`src/rtl/uart_rx.sv`:
```
// -----------------------------------------------------------------------------
// uart_rx
// Receive half of the UART pair. Recovers 8N1-style frames (1 start bit,
// data_bits data bits LSB first, 1 stop bit, no parity) from the serial
// line using 16x oversampling and a 3-sample majority vote per bit.
//
// Parameters
//   data_bits                  width of the received data word
//   received_bit_counter_bits  width of the data-bit index (2^n > data_bits)
//   br                         baud select; tick interval N = os_div >> br
//   os_div                     sysclk cycles per 16x tick at br = 3'b000
//
// Ports
//   sysclk     system clock, all logic on the rising edge
//   rst        synchronous active-high reset
//   rxd        asynchronous serial line, idles high
//   DBUS       last correctly framed data word
//   rxd_doneH  one-cycle pulse: new word valid on DBUS
//   rxd_errH   one-cycle pulse: framing error (stop bit sampled 0)
//   rxd_busyH  high while a frame is in progress
// -----------------------------------------------------------------------------
module uart_rx #(
    parameter int         data_bits                 = 8,
    parameter int         received_bit_counter_bits = 4,
    parameter logic [2:0] br                        = 3'b000,
    parameter int         os_div                    = 128
) (
    input  logic                 sysclk,
    input  logic                 rst,
    input  logic                 rxd,
    output logic [data_bits-1:0] DBUS,
    output logic                 rxd_doneH,
    output logic                 rxd_errH,
    output logic                 rxd_busyH
);

    // Oversample tick interval; clamp so an aggressive br never yields zero.
    localparam int N_RAW = os_div >> br;
    localparam int N     = (N_RAW < 1) ? 1 : N_RAW;
    localparam int TW    = (N > 1) ? $clog2(N) : 1;

    localparam logic [TW-1:0] TICK_LAST = TW'(N - 1);
    localparam logic [received_bit_counter_bits-1:0] LAST_BIT =
        received_bit_counter_bits'(data_bits - 1);

    typedef enum logic [2:0] {
        IDLE,
        START,
        DATA,
        STOP,
        BREAK
    } state_t;

    state_t                                state_reg;
    logic                                  rx_meta_reg;
    logic                                  rxs_reg;
    logic                                  rxs_prev_reg;
    logic [TW-1:0]                         tick_cnt_reg;
    logic [3:0]                            sample_cnt_reg;
    logic [received_bit_counter_bits-1:0]  bit_idx_reg;
    logic [data_bits-1:0]                  shift_reg;
    logic [data_bits-1:0]                  shift_next;
    logic [1:0]                            early_votes_reg;

    logic tick;
    logic start_edge;
    logic decide;
    logic vote;

    assign tick       = (tick_cnt_reg == TICK_LAST);
    assign start_edge = (state_reg == IDLE) && rxs_prev_reg && !rxs_reg;

    // "Tick k" is the tick that advances the sample counter to k. The votes
    // are taken at ticks 7 and 8 and the bit is decided at tick 9, so the
    // decision lands close to the centre of the bit period.
    assign decide = tick && (sample_cnt_reg == 4'd8);
    assign vote   = (early_votes_reg[0] & early_votes_reg[1]) |
                    (early_votes_reg[0] & rxs_reg) |
                    (early_votes_reg[1] & rxs_reg);

    // New bits enter from the MSB side so the first received bit ends at bit 0.
    always_comb begin
        shift_next                = shift_reg >> 1;
        shift_next[data_bits-1]   = vote;
    end

    always_ff @(posedge sysclk) begin
        if (rst) begin
            state_reg       <= IDLE;
            rx_meta_reg     <= 1'b1;
            rxs_reg         <= 1'b1;
            rxs_prev_reg    <= 1'b1;
            tick_cnt_reg    <= '0;
            sample_cnt_reg  <= '0;
            bit_idx_reg     <= '0;
            shift_reg       <= '0;
            early_votes_reg <= 2'b11;
            DBUS            <= '0;
            rxd_doneH       <= 1'b0;
            rxd_errH        <= 1'b0;
            rxd_busyH       <= 1'b0;
        end else begin
            // Two-flop synchroniser, plus one more flop for edge detection.
            rx_meta_reg  <= rxd;
            rxs_reg      <= rx_meta_reg;
            rxs_prev_reg <= rxs_reg;

            rxd_doneH <= 1'b0;
            rxd_errH  <= 1'b0;

            // Clearing on the start edge phase-aligns the whole frame to it.
            if (start_edge) begin
                tick_cnt_reg   <= '0;
                sample_cnt_reg <= '0;
            end else if (tick) begin
                tick_cnt_reg   <= '0;
                sample_cnt_reg <= sample_cnt_reg + 4'd1;
            end else begin
                tick_cnt_reg   <= tick_cnt_reg + TW'(1);
            end

            if (tick && (sample_cnt_reg == 4'd6)) begin
                early_votes_reg[0] <= rxs_reg;
            end
            if (tick && (sample_cnt_reg == 4'd7)) begin
                early_votes_reg[1] <= rxs_reg;
            end

            case (state_reg)
                IDLE: begin
                    if (start_edge) begin
                        state_reg <= START;
                        rxd_busyH <= 1'b1;
                    end
                end
                START: begin
                    if (decide) begin
                        if (!vote) begin
                            state_reg   <= DATA;
                            bit_idx_reg <= '0;
                        end else begin
                            // Start bit did not hold low: treat as a glitch.
                            state_reg <= IDLE;
                            rxd_busyH <= 1'b0;
                        end
                    end
                end
                DATA: begin
                    if (decide) begin
                        shift_reg <= shift_next;
                        if (bit_idx_reg == LAST_BIT) begin
                            state_reg <= STOP;
                        end else begin
                            bit_idx_reg <= bit_idx_reg + 1'b1;
                        end
                    end
                end
                STOP: begin
                    // Returning to IDLE mid-stop-bit lets a start edge that
                    // follows immediately be caught without loss.
                    if (decide) begin
                        if (vote) begin
                            DBUS      <= shift_reg;
                            rxd_doneH <= 1'b1;
                            state_reg <= IDLE;
                            rxd_busyH <= 1'b0;
                        end else begin
                            rxd_errH  <= 1'b1;
                            state_reg <= BREAK;
                        end
                    end
                end
                BREAK: begin
                    // A line held low yields one error only; wait for idle.
                    if (rxs_reg) begin
                        state_reg <= IDLE;
                        rxd_busyH <= 1'b0;
                    end
                end
                default: begin
                    state_reg <= IDLE;
                    rxd_busyH <= 1'b0;
                end
            endcase
        end
    end

endmodule

```
`config.mk`:
```
export PLATFORM = sky130hd
export DESIGN_NAME = uart_rx
export DESIGN_NICKNAME = d
export VERILOG_FILES = /design/src/rtl/uart_rx.sv
export SDC_FILE = /design/constraint.sdc
export NUM_CORES = 1
export LEC_CHECK = 0
export BUFFER_PORTS_ARGS = -buffer_cell sky130_fd_sc_hd__buf_4
export CAP_MARGIN = 20
export CORE_UTILIZATION = 50
export CTS_BUF_LIST = sky130_fd_sc_hd__clkbuf_8
export DETAILED_ROUTE_END_ITERATION = 10
export GPL_TIMING_DRIVEN = 0
export PLACE_DENSITY = 0.66
export SYNTH_ARGS = -nofsm -noshare
export SYNTH_HDL_FRONTEND = slang
export SYNTH_SLANG_ARGS = --single-unit
export TNS_END_PERCENT = 100
```
`constraint.sdc`:
```
create_clock -name sysclk -period 3.15 [get_ports sysclk]
set_clock_uncertainty 0.15 [all_clocks]
set_input_delay 0.315 -clock sysclk [delete_from_list [all_inputs] [get_ports sysclk]]
set_output_delay 0.315 -clock sysclk [all_outputs]
set_load 0.005 [all_outputs]
```
==> results.py, run 1 <==
metrics = {
    "clock_tree": {
        "root_buffer": "clkbuf_8",
        "cts.path.max_buffers": 2,
        "cts.repair.resized": 0,
        "path_clk_slew_ns": 0.08,
        "cts_buffers": 5,
        "cts.sinks": 42,
        "cts_tree": "done",
        "htree_num_levels": 2,
        "post_cts_buffers": 0,
        "insertion_delay_ns": 0.30,
        "hold_buffers": 0,
    },
    "hold_path": {
        "whs_path_depth": 2,
        "min_delay_worst_endpoint": "rx_meta_reg",
        "min_from": "rxd",
        "min_path_type": "input pin to flop",
    },
    "route": {
        "wl_per_cell_um": 13.0,
        "first_pass_iters": 4,
        "vias": 1469,
        "route.detailed.drc": 0,
        "drt_iter0_drc": 71,
        "viasPerCell": 5.38,
        "antenna_left": 0,
        "wl_um": 3550,
    },
    "pwr": {
        "leakage_nw": 0.751,
        "cellPowerDensity_nw_per_um2": 466,
        "vdd_ir_drop_max_uv": 339,
        "finalPower_mw": 1.00,
    },
    "logic_synthesis": {
        "netlist_instances": 206,
        "syn_area_sq_um": 1880,
        "yosys.area.top_type": "dfxtp_1",
        "synth_top_area_share_pct": 44.6,
        "yosysWarnings": 0,
        "syn-num-nets": 214,
        "ys_ff_latch": 42,
        "syn_avg_cell_area_sq_um": 9.15,
        "synth_ff_type": "dfxtp_1",
        "ys_seq_area_share_pct": 44.6,
        "synthDistinctLibCells": 48,
        "synth.most_common_cell": "dfxtp_1",
        "synth_async_sr_flop_share_pct": 0,
        "synth_edf_count": 0,
        "synth_common_cells": "dfxtp_1, nor2_1, a21oi_1",
        "synth_area_leaders": "dfxtp_1, nor2_1, mux2i_1",
    },
    "timing": {
        "final_hold_viol_count": 0,
        "setup_tns_ns": 0,
        "setup_viol_count_final": 0,
        "max_slew_margin_pct": 56.5,
        "fin_crit_sh_pct": 69.5,
        "min_period_ns": 2.19,
        "max_freq_ghz": 0.457,
        "maxSlewViolCount": 0,
        "rsz0062_at_grt": "false",
        "tightestPinTransition_ns": 0.647,
    },
    "placed_design": {
        "dp_cells": 265,
        "io_buffers": 13,
        "place_congestion": 0.827,
        "dpl-instance-area_sq_um": 2040,
        "dpl.hpwl_um": 2590,
    },
    "worst_setup_path": {
        "timing.rr.start": "tick_cnt_reg[0]",
        "crit_path_max_fanout": 4,
        "r2r_end": "bit_idx_reg[0]",
        "crit_type": "flop to flop",
        "arrival_ns": 2.23,
        "rrSetupSlack_ns": 0.96,
        "startpoint_type": "flop",
        "endpoint_kind": "flop",
        "crit_required_ns": 3.19,
        "worst-r2r-cell-count": 5,
    },
    "cells_and_area": {
        "fin_area_sq_um": 2150,
        "ff_latch_area_sq_um": 841,
        "antennaDiodeCount": 0,
        "areaGrowthSynthToFinish_pct": 14.1,
        "nFillCells": 317,
        "fin_nets": 234,
        "final_util_pct": 62.0,
        "multi_input_area_sq_um": 947,
        "fin_cells": 273,
        "drive_gt1_share_pct": 16.7,
    },
    "outcome": {
        "status": "completed",
    },
    "job": {
        "cap_violations": 0,
    },
    "die": {
        "core_area_sq_um": 3470,
        "chipHeight_um": 63.4,
        "ios": 14,
        "row_count": 21,
        "start_util_pct": 54.3,
        "die_area_sq_um": 4020,
        "die_x_um": 63.4,
    },
    "grt": {
        "overflow": 0,
        "gr-usage-met3_pct": 5.98,
        "grt_max_degree": 14,
        "grt.total_usage_pct": 19.5,
        "grt_use_met2_pct": 32.3,
        "grt.busiest_layer": "met2",
        "grt_pass1_wl_um": 6110,
        "antenna_found_initial": 0,
        "met1_usage_pct": 24.2,
        "grt_pass1_vias": 1387,
    },
}
## cell families after synthesis
group | Yosys count | share of synthesized area, %
AND/OR/NAND/NOR | 82 | 23.6
flip-flops | 42 | 44.6
AO/OA/AOI/OAI | 36 | 12.7
buffers and inverters | 20 | 5.11
multiplexers | 11 | 5.91
XOR/XNOR | 9 | 4.18
adder cells (fa/ha/maj) | 6 | 3.92
## worst max-delay path: stages, from the launching register on
cell and delay (ns):
dfxtp_1 0.38, ha_1 0.23, nand4_1 0.14, or3_1 0.47, a2111oi_4 0.34, mux2_2 0.38
## power breakdown
group	switching, mW	internal [mW]	total (mW)
Combinational	0.0217	0.0172	0.0389
Clock	0.186	0.233	0.420
Sequential	0.00567	0.537	0.543
## through the flow
step | worst slack [ns] | hold slack (ns)
floorplan | 1.19 | 0.239
global placement | 1.03 | 0.242
detailed placement | 0.971 | 0.255
CTS | 0.954 | 0.0450
global route | 0.880 | 0.0470
finish | 0.960 | 0.0508
## how the worst max path moves through the flow
| stage | startpoint | to | slack [ns] |
|---|---|---|---|
| finish | tick_cnt_reg[0] | bit_idx_reg[0] | 0.96 |
| global route | tick_cnt_reg[0] | bit_idx_reg[0] | 0.88 |
| CTS | tick_cnt_reg[0] | bit_idx_reg[0] | 0.95 |
| detailed placement | tick_cnt_reg[0] | bit_idx_reg[0] | 0.97 |
| global placement | tick_cnt_reg[0] | bit_idx_reg[0] | 1.03 |
| floorplan | sample_cnt_reg[0] | bit_idx_reg[0] | 1.19 |
## final cells by class
| type | instances | area share, % |
|---|---|---|
| Sequential cell | 42 | 39.1 |
| Timing Repair Buffer | 13 | 4.54 |
| Inverter | 10 | 1.75 |
| Multi-Input combinational cell | 144 | 44.1 |
| Clock inverter | 3 | 1.92 |
| Clock buffer | 5 | 3.20 |
| Buffer | 10 | 2.74 |
| Tap cell | 46 | 2.68 |
## cells in the final DEF, fill, tap and decap left out, types with 3 or more instances in the layout
master	netlist	layout
dfxtp_1	42	42
mux2i_1	10	10
nand3b_1	3	3
nor2_1	27	27
nor4_1	3	3
ha_1	5	5
o21ai_0	9	9
nor3_1	6	6
buf_4	1	14
or2_2	3	3
inv_1	10	11
a21oi_1	13	13
a31oi_1	3	3
clkbuf_1	3	3
nand3_1	12	12
xnor2_1	6	6
clkbuf_8	0	5
nand2_1	9	9
xor2_1	3	3
## routing by layer
| metal | routed length (um) | part of all wire (%) | up-vias |
|---|---|---|---|
| li1 | - | - | 758 |
| met1 | 1670 | 47 | 676 |
| met2 | 1670 | 47 | 31 |
| met3 | 168 | 4.7 | 4 |
| met4 | 44 | 1.2 | 0 |
| met5 | 0 | 0 | - |
Power figures use the tool's default switching activity.
==> inputs of run 2 (changes only) <==
Clock period 3.15 ns to 2.1 ns, I/O delays scaled along.
==> results.py, run 2 (synthesized netlist as in run 1, its figures left out) <==
metrics = {
    "cells_and_area": {
        "multi_input_area_sq_um": 970,
        "drive_gt1_share_pct": 21.2,
        "areaGrowthSynthToFinish_pct": 17.3,
        "fin_nets": 238,
        "final_util_pct": 63.7,
        "ff_latch_area_sq_um": 845,
        "nFillCells": 310,
        "antennaDiodeCount": 0,
        "final_common_cell": "dfxtp_1",
        "fin_area_sq_um": 2210,
        "final_cell_mix": "dfxtp_1, nor2_1, buf_4, a21oi_1, nand3_1",
    },
    "grt": {
        "grt_max_degree": 14,
        "grt_pass1_vias": 1414,
        "grt_pass1_wl_um": 6220,
        "grt.total_usage_pct": 19.9,
        "overflow": 0,
        "antenna_found_initial": 0,
    },
    "die": {
        "row_count": 21,
        "ios": 14,
        "start_util_pct": 54.3,
        "die_x_um": 63.4,
        "chipHeight_um": 63.4,
        "core_area_sq_um": 3470,
        "die_area_sq_um": 4020,
    },
    "worst_setup_path": {
        "endpoint_kind": "flop",
        "arrival_ns": 2.07,
        "cp_slowest_cell": "or4_1",
        "crit_required_ns": 2.17,
        "crit_path_max_fanout": 5,
        "cpPeakStageDelay_ns": 0.54,
        "rrSetupSlack_ns": 0.10,
        "startpoint_type": "flop",
        "crit_type": "flop to flop",
        "path_cells": "inv_1, ha_2, nand3b_4, or3_4, or4_1, o211ai_1",
    },
    "route": {
        "viasPerCell": 5.42,
        "route.detailed.drc": 0,
        "first_pass_iters": 4,
        "vias": 1502,
        "drt_iter0_drc": 60,
        "wl_um": 3680,
        "antenna_left": 0,
        "wl_per_cell_um": 13.3,
    },
    "clock_tree": {
        "cts.sinks": 42,
        "insertion_delay_ns": 0.30,
        "root_buffer": "clkbuf_8",
        "cts_buffers": 5,
        "htree_num_levels": 2,
        "cts_tree": "done",
        "cts.path.max_buffers": 2,
        "path_clk_slew_ns": 0.08,
    },
    "job": {
        "cap_violations": 0,
    },
    "placed_design": {
        "dpl-instance-area_sq_um": 2040,
        "io_buffers": 13,
        "place_congestion": 0.827,
        "dpl.hpwl_um": 2590,
    },
    "timing": {
        "setup_viol_count_final": 0,
        "rsz0062_at_grt": "false",
        "maxSlewViolCount": 0,
        "min_period_ns": 2.00,
        "max_slew_margin_pct": 62.5,
        "final_hold_viol_count": 0,
        "max_freq_ghz": 0.500,
        "tightestPinTransition_ns": 0.558,
        "fin_crit_sh_pct": 95.2,
    },
    "hold_path": {
        "min_path_type": "input pin to flop",
    },
    "pwr": {
        "cellPowerDensity_nw_per_um2": 681,
        "vdd_ir_drop_max_uv": 513,
        "leakage_nw": 0.777,
    },
    "outcome": {
        "status": "completed",
    },
}
[run 2: worst max-delay path: cells and delay by family, from the launching register on]
family,cells,cell delay (ns)
AND/OR/NAND/NOR,3,1.07
buffers and inverters,1,0.06
flip-flops,1,0.34
AO/OA/AOI/OAI,1,0.11
adder cells (fa/ha/maj),1,0.18
[run 2: path summary, 6_finish.rpt]
kind / depth (start not counted) / end / start
min: 4 / rxd_busyH / rst
max reg2reg: 6 / bit_idx_reg[2] / sample_cnt_reg[1]
max: 6 / bit_idx_reg[2] / sample_cnt_reg[1]
min reg2reg: 1 / rxs_reg / rx_meta_reg
[run 2: layout make-up]
type	count	share of cell area [%]
multi-input combinational	144	43.9
sequential	42	38.2
timing repair buffer	17	5.89
clock buffer	5	3.11
buffer	10	2.72
tap	46	2.60
clock inverter	3	1.87
inverter	10	1.70
[run 2: report_power, final]
group | leakage (nW) | internal [mW] | total (mW) | switching [mW]
clock network | 0.0556 | 0.350 | 0.630 | 0.280
logic | 0.380 | 0.0274 | 0.0607 | 0.0333
registers | 0.341 | 0.806 | 0.815 | 0.00845
[run 2: metrics by stage]
step / setup WS (ns) / std cells / hold slack (ns) / TNS, ns / power (mW)
final: 0.102 / 277 / 0.104 / 0 / 1.51
after global routing: 0.0151 / 277 / 0.126 / 0 / 1.56
after CTS: 0.000672 / 276 / 0.0978 / 0 / 1.52
after detailed placement: -0.0789 / 265 / 0.252 / -0.276 / 0.892
after global placement: -0.0195 / 265 / 0.242 / -0.0195 / 0.889
after floorplan: 0.138 / 206 / 0.164 / 0 / 0.873
[run 2: what timing repair did]
item / CTS / global route
endpoints found under the hold margin: 1 / 0
setup endpoints to repair: 11 / 19
cloned: 0 / 0
gates resized for setup: 9 / 2
hold buffers: 1 / 0
setup buffers: 2 / 1
pin swaps: 4 / 2
[run 2: per-layer routing]
| layer | wire length (um) | GRT usage (%) | vias up |
|---|---|---|---|
| met2 | 1800 | 33.4 | 27 |
| li1 | - | - | 762 |
| met5 | 0 | 0 | - |
| met1 | 1680 | 24.4 | 709 |
| met4 | 44 | 5.68 | 0 |
| met3 | 146 | 5.98 | 4 |
==> inputs of run 3 (changes only) <==
Settings changed: BUFFER_PORTS_ARGS -buffer_cell sky130_fd_sc_hd__buf_4 to not set, DONT_BUFFER_PORTS set to 1, GPL_TIMING_DRIVEN 0 to 1, PLACE_DENSITY 0.66 to 0.63.
==> results.py, run 3 (synthesized netlist as in run 1, its figures left out) <==
metrics = {
    "cells_and_area": {
        "nFillCells": 308,
        "ff_latch_area_sq_um": 843,
        "final_util_pct": 61.1,
        "antennaDiodeCount": 0,
        "multi_input_area_sq_um": 975,
        "fin_nets": 223,
        "areaGrowthSynthToFinish_pct": 12.4,
        "drive_gt1_share_pct": 16.7,
        "final_common_cell": "dfxtp_1",
        "final_cell_mix": "dfxtp_1, nor2_1, a21oi_1, nand3_1, inv_1",
    },
    "job": {
        "cap_violations": 0,
    },
    "grt": {
        "grt.total_usage_pct": 19.5,
        "antenna_found_initial": 0,
        "grt_max_degree": 31,
        "grt_pass1_vias": 1402,
        "overflow": 0,
        "grt_pass1_wl_um": 6150,
    },
    "route": {
        "first_pass_iters": 4,
        "vias": 1462,
        "viasPerCell": 5.58,
        "drt_iter0_drc": 117,
        "wl_per_cell_um": 13.4,
        "wl_um": 3510,
        "antenna_left": 0,
        "route.detailed.drc": 0,
    },
    "pwr": {
        "p_clk_share_pct": 41.9,
        "finalPower_mw": 1.49,
        "swShare_pct": 21.2,
        "pwr-share-seq_pct": 54.9,
        "internal_power_mw": 1.18,
        "cellPowerDensity_nw_per_um2": 705,
        "switchingPower_uw": 316,
        "leakage_nw": 0.709,
        "vdd_ir_drop_max_uv": 394,
        "p_comb_share_pct": 3.2,
    },
    "worst_setup_path": {
        "endpoint_kind": "flop",
        "crit_type": "flop to flop",
        "startpoint_type": "flop",
        "arrival_ns": 2.01,
        "crit_path_max_fanout": 5,
        "cp_slowest_cell": "or3_4",
        "cpPeakStageDelay_ns": 0.46,
        "crit_required_ns": 2.14,
        "path_cells": "ha_4, nand4_1, or3_4, a2111oi_4, mux2_2",
    },
    "placed_design": {
        "dpl.hpwl_um": 2450,
        "io_buffers": 0,
        "place_congestion": 0.776,
    },
    "timing": {
        "fin_crit_sh_pct": 93.8,
        "maxSlewViolCount": 0,
        "max_freq_ghz": 0.508,
        "setup_viol_count_final": 0,
        "final_hold_viol_count": 0,
        "min_period_ns": 1.97,
        "setup_tns_ns": 0,
        "max_slew_margin_pct": 28.7,
        "tightestPinTransition_ns": 1.07,
        "rsz0062_at_grt": "false",
    },
    "clock_tree": {
        "cts_tree": "done",
        "htree_num_levels": 2,
        "cts.sinks": 42,
        "cts_buffers": 5,
        "insertion_delay_ns": 0.30,
        "root_buffer": "clkbuf_8",
        "cts.path.max_buffers": 2,
        "path_clk_slew_ns": 0.08,
    },
    "outcome": {
        "status": "completed",
    },
    "hold_path": {
        "min_path_type": "input pin to flop",
    },
    "die": {
        "die_x_um": 63.4,
        "die_area_sq_um": 4020,
        "start_util_pct": 54.3,
        "chipHeight_um": 63.4,
        "ios": 14,
        "core_area_sq_um": 3470,
        "row_count": 21,
    },
}
==> run 3: cell types whose count changed in the layout (fill, tap and decap cells not counted), moves of 2 or more <==
| cell | change |
|---|---|
| buf_4 | -7 |
| buf_2 | -2 |
| ha_2 | -2 |
| buf_1 | -2 |
| clkbuf_1 | -2 |
| buf_6 | -2 |
==> run 3: layer usage <==
metal	up-vias	share of wire [%]	global-route usage, %	wire, um
met4	0	2.5	9.66	88
met5	-	0	0	0
met2	30	45	31.1	1580
met1	683	48	23.2	1690
met3	11	4.4	6.52	154
li1	738	-	-	-
==> run 3: power groups by stage <==
stage	Sequential (mW)	Clock [mW]	Combinational, mW
after CTS	0.816	0.641	0.0465
final	0.820	0.626	0.0483
after floorplan	0.831	0	0.0421
after detailed placement	0.835	0	0.0353
after global placement	0.835	0	0.0334
after global routing	0.821	0.666	0.0540
==> run 3: layout make-up <==
| class | count | share of cell area (%) |
|---|---|---|
| clock inverter | 3 | 1.95 |
| sequential | 42 | 39.8 |
| tap | 46 | 2.72 |
| clock buffer | 5 | 3.25 |
| inverter | 10 | 1.77 |
| timing repair buffer | 12 | 4.49 |
| multi-input combinational | 144 | 46.0 |
==> run 3: what timing repair did <==
item	4_1_cts	5_1_grt
hold buffers	2	0
endpoints found under the hold margin	29	0
resized for setup	1	6
endpoints found under the setup margin	3	10
setup buffers	0	0
pin swaps	0	2
==> run 3: worst paths after layout <==
check / from / to / slack, ns / cells after the start
max reg2reg: tick_cnt_reg[0] / bit_idx_reg[0] / 0.13 / 5
min reg2reg: rx_meta_reg / rxs_reg / 0.26 / 1
max: tick_cnt_reg[0] / bit_idx_reg[0] / 0.13 / 5
min: rst / bit_idx_reg[0] / 0.02 / 2
==> run 3: through the flow <==
| stage | instance area (sq um) | hold WS (ns) | worst slack, ns | std cells |
|---|---|---|---|---|
| after detailed placement | 1960 | 0.135 | 0.0137 | 252 |
| final | 2120 | 0.0154 | 0.131 | 262 |
| after global routing | 2120 | 0.0389 | 0.0348 | 262 |
| after CTS | 2090 | 0.0127 | 0.0532 | 262 |
| after floorplan | 1880 | 0.164 | 0.138 | 206 |
| after global placement | 1960 | 0.133 | 0.0713 | 252 |
==> run 3: worst max-delay path: cells and delay by family (launching register included) <==
family          cells  cell delay (ns)
compound gates      1             0.24
simple gates        2             0.58
fa+ha+maj           1             0.15
flops               1             0.37
mux                 1             0.37
